==> src/rtl/sync_ctr_shifter.sv <==
// sync_ctr_shifter: synchronous universal counter / shift register.
//
// Holds a WIDTH-bit state that can hold, count up/down (gated by a cascade
// carry-in), parallel load, shift left/right, rotate left or clear.
// Instances cascade by wiring each stage's cin to the previous stage's cout.
//
// Ports:
//   clk     rising-edge clock
//   nreset  asynchronous active-low reset (q=0, wrap=0)
//   en      clock enable; 0 holds q and clears wrap
//   mode    operation select: 000 hold, 001 inc, 010 dec, 011 load,
//           100 shift left, 101 shift right, 110 rotate left, 111 clear
//   cin     cascade carry/borrow-in; gates inc/dec only
//   d       parallel load data
//   sil     serial input entering bit 0 on shift left
//   sir     serial input entering bit WIDTH-1 on shift right
//   q       current state
//   nq      bitwise complement of q
//   cout    cascade carry/borrow-out (combinational, independent of en)
//   wrap    registered one-cycle pulse after an inc/dec wrap-around
module sync_ctr_shifter #(
  parameter int unsigned WIDTH = 4
) (
  input  logic             clk,
  input  logic             nreset,
  input  logic             en,
  input  logic [2:0]       mode,
  input  logic             cin,
  input  logic [WIDTH-1:0] d,
  input  logic             sil,
  input  logic             sir,
  output logic [WIDTH-1:0] q,
  output logic [WIDTH-1:0] nq,
  output logic             cout,
  output logic             wrap
);

  typedef enum logic [2:0] {
    MODE_HOLD = 3'b000,
    MODE_INC  = 3'b001,
    MODE_DEC  = 3'b010,
    MODE_LOAD = 3'b011,
    MODE_SHL  = 3'b100,
    MODE_SHR  = 3'b101,
    MODE_ROL  = 3'b110,
    MODE_CLR  = 3'b111
  } mode_e;

  mode_e            op;
  logic [WIDTH-1:0] q_next;
  logic             at_max;
  logic             at_min;

  assign op     = mode_e'(mode);
  assign at_max = &q;
  assign at_min = ~|q;
  assign nq     = ~q;

  // Gated by nreset: q is 0 during reset, which would otherwise raise a
  // borrow in dec mode and leak a cascade event out of a held-reset stage.
  always_comb begin
    cout = 1'b0;
    if (nreset && cin) begin
      if ((op == MODE_INC) && at_max) cout = 1'b1;
      if ((op == MODE_DEC) && at_min) cout = 1'b1;
    end
  end

  always_comb begin
    q_next = q;
    case (op)
      MODE_HOLD: q_next = q;
      MODE_INC:  if (cin) q_next = q + WIDTH'(1);
      MODE_DEC:  if (cin) q_next = q - WIDTH'(1);
      MODE_LOAD: q_next = d;
      MODE_SHL:  q_next = {q[WIDTH-2:0], sil};
      MODE_SHR:  q_next = {sir, q[WIDTH-1:1]};
      MODE_ROL:  q_next = {q[WIDTH-2:0], q[WIDTH-1]};
      MODE_CLR:  q_next = '0;
      default:   q_next = q;
    endcase
  end

  always_ff @(posedge clk or negedge nreset) begin
    if (!nreset) begin
      q    <= '0;
      wrap <= 1'b0;
    end else if (en) begin
      q    <= q_next;
      wrap <= cout;
    end else begin
      wrap <= 1'b0;
    end
  end

endmodule

==> config.mk <==
export PLATFORM = sky130hd
export DESIGN_NAME = sync_ctr_shifter
export DESIGN_NICKNAME = d
export VERILOG_FILES = /design/src/rtl/sync_ctr_shifter.sv
export SDC_FILE = /design/constraint.sdc
export NUM_CORES = 1
export LEC_CHECK = 0
export CAP_MARGIN = 20
export CORE_MARGIN = 2
export CORE_UTILIZATION = 30
export CTS_BUF_LIST = sky130_fd_sc_hd__clkbuf_2 sky130_fd_sc_hd__clkbuf_4 sky130_fd_sc_hd__clkbuf_8
export DETAILED_ROUTE_END_ITERATION = 12
export GPL_TIMING_DRIVEN = 0
export SYNTH_ARGS = -nofsm -noshare
export SYNTH_HDL_FRONTEND = slang
export SYNTH_SLANG_ARGS = --single-unit
==> constraint.sdc <==
create_clock -name clk -period 1.57 [get_ports clk]
set_input_delay 0.157 -clock clk [delete_from_list [all_inputs] [get_ports clk]]
set_output_delay 0.157 -clock clk [all_outputs]
set_load 0.05 [all_outputs]
==> key figures <==
STA
  • Final hold vios: 0
  • Crit path time final: 1.550 ns
  • Slew Viols, Final: 0
  • RSZ-0062 raised after global routing: yes
  • Fmax: 645.1 MHz
  • Relative slew slack: 0.6604
  • Measured slew at the worst slew-check pin: 0.5086 ns
  • Setup Skew: 0.002217 ns
  • Fin crit share: 0.9874
  • Final setup vio count: 0

Global routing
  • Antenna violations before repair: 0
  • Largest net degree at the start of global routing: 11
  • First-pass GRT wire length: 2.435 mm
  • Vias in the first global route: 540
  • GRT overflow: 0
  • Overall Global Routing Usage: 0.1608

Final layout
  • Fraction of layout cells with a size suffix above 1: 0.3763
  • Nets: 108
  • Final Instance Area: 947.2 um^2
  • Synthesis-to-layout area growth: 73.62%
  • N_diodes: 0
  • Commonest non-fill, non-tap cells in the layout: 9 x clkdlybuf4s50_1, 7 x dlygate4sd2_1, 5 x inv_1, 5 x nand2_1, 5 x buf_4
  • Post-layout util: 0.5486
  • Most common cell after layout, fill and taps aside: clkdlybuf4s50_1

Detailed routing
  • DRT iter0 DRCs: 8
  • Antenna Violating Nets Remaining: 0
  • Residual DRC: 0
  • TritonRoute pass-1 iters: 4
  • Total wire length: 1.605 mm
  • WL/cell: 13.60 um
  • Vias per cell: 4.932
  • Via count: 582

Synthesis
  • Yosys reg bits: 5
  • Post-Syn Area: 545.5 um^2
  • Most area-consuming cells after synthesis: dfrtp_1 23%, inv_1 4.8%, nand2_1 4.1%
  • Avg Inst Size Synth: 8.799 um^2
  • Post-Synth XOR/XNOR Area: 0.01606
  • Async SR Flop Fraction: 1.000
  • Top cell type's share of synthesized area: 0.2294
  • EDFF count, synth: 0
  • Post-Synth Adder-Cell Area: 0.04128
  • Part of the Yosys area used for sequential elements: 0.2294
  • Mapped Nets: 76
  • Compound-cell area share of the yosys netlist: 0.3326
  • Synth cell types: 38
  • Ys Warns: 0
  • Simple-gate share of the synthesized area: 0.2225
  • Mux share of post-synthesis cell area: 0.03670
  • Most area-hungry cell type in the Yosys netlist: dfrtp_1
  • Synth Flop Type: dfrtp_1
  • Syn Inst Count: 62
  • Main combinational cell family by area after synthesis: compound AO/OA/AOI/OAI gates

Floorplanning
  • Die Ht: 46.64 um
  • Site Rows: 15
  • Core area: 1727 um^2
  • DIE AREA: 2175 um^2
  • Chip Width: 46.64 um
  • I/O pin count: 23
  • Initial Util: 0.3159

Job
  • Number of max-cap violations: 0

Worst setup path
  • CP Data Required Time: 1.41 ns
  • CP endpoint kind: primary output
  • CP max FO: 9
  • Critical path type: reg -> out
  • Critical Path AT: 1.39 ns
  • Startpoint Class: flop

Clock network
  • Hold Buf Count CTS: 0
  • Clock-pin slew on the worst setup and hold paths: 0.04 ns
  • Clock buffer depth: 2
  • Sink Count: 5
  • Num CTS Buffers: 3
  • CTS tree: done
  • Root buffer cell: clkbuf_4
  • H-tree levels: 1
  • Worst-Skew Late Latency: 0.24 ns

Worst hold path
  • Worst Hold Class: in -> async

Status
  • Outcome: finished clean

Pwr
  • PD cells: 998.4 nW/um^2
  • P_leak: 0.4088 nW
  • Max IR drop VDD: 897.4 uV

Placed design
  • Placed inst area: 822.0 um^2
  • Gpl congestion: 0.7619
  • Port Buffers: 22
  • Detailed Place HPWL: 1.131 mm
-- report_power, final --
group	switching, W	internal (W)	leakage (nW)
combinational	0.000349	0.000234	0.333
clock	0.0000516	0.000113	0.0184
sequential	0.0000407	0.000157	0.0571
-- worst paths after layout --
kind | start | endpoint | slack [ns] | cells after the start
setup / recovery | q[2]$_DFFE_PN0P_ | cout | 0.02 | 5
hold / removal | nreset | wrap$_DFF_PN0_ | 0.15 | 1
setup reg to reg | q[1]$_DFFE_PN0P_ | q[2]$_DFFE_PN0P_ | 0.08 | 5
hold reg to reg | q[2]$_DFFE_PN0P_ | q[2]$_DFFE_PN0P_ | 0.65 | 3
max in group asynchronous | nreset | q[0]$_DFFE_PN0P_ | 1.20 | 1
min in group clk | mode[0] | q[1]$_DFFE_PN0P_ | 0.46 | 4
-- worst max-delay path, cell delays in order, from the launching register on --
cell     delay (ns)
dfrtp_2        0.39
buf_6          0.14
nor3_4         0.18
nand3_2        0.10
a21oi_4        0.16
buf_6          0.17
-- flip-flops by register name (all words and copies together) (netlist names) --
name and count:
q 4, wrap 1
-- cell usage after synthesis (2+ instances only) --
library cell  count
nand2_1           6
o22ai_1           2
a21oi_1           3
dfrtp_1           5
inv_1             7
buf_4             2
o211ai_1          3
nand3b_1          2
mux2i_1           2
nor2_1            2
-- logic make-up (layout without fill, tap and decap cells) --
family          count (synthesis)  count (layout)
compound gates                 22              22
simple gates                   19              19
buf+inv                        11              42
flops                           5               5
fa+ha+maj                       2               2
mux                             2               2
xor+xnor                        1               1
-- cell type report --
cell class | count | area [um^2]
plain buffers | 4 | 43.79
clock buffers | 4 | 30.03
fillers | 177 | 779.5
inverters | 7 | 33.78
multi-input cells | 46 | 424.2
flip-flops and latches | 5 | 130.1
well taps | 25 | 31.28
repair buffers | 27 | 254.0
-- metrics by stage --
step / setup TNS [ns] / setup WS (ns) / hold slack (ns) / power [W] / std cells
after CTS: -0.02575 / -0.02534 / 0.1455 / 0.0009117 / 116
after global placement: -2.319 / -0.8659 / 0.4093 / 0.0007204 / 109
after floorplan: -0.7462 / -0.3200 / -0.1386 / 0.0005446 / 62
final: 0 / 0.01975 / 0.1451 / 0.0009456 / 118
after global routing: -0.04608 / -0.04588 / 0.1546 / 0.001005 / 118
after detailed placement: -2.144 / -0.8280 / 0.4055 / 0.0007226 / 109
-- layer usage --
| metal | part of all wire | up-vias | track usage |
|---|---|---|---|
| met5 | 0 | - | 0 |
| met4 | 0 | 0 | 0.03333 |
| met3 | 0.060 | 0 | 0.05098 |
| met2 | 0.47 | 21 | 0.2694 |
| met1 | 0.47 | 267 | 0.2019 |
| li1 | - | 294 | - |
-- repair_timing --
action                                  in CTS  in global routing
setup buffers                                3                  2
pin swaps                                    2                  2
endpoints found under the setup margin      10                  6
resized for setup                           24                 11
Power figures use the tool's default switching activity.
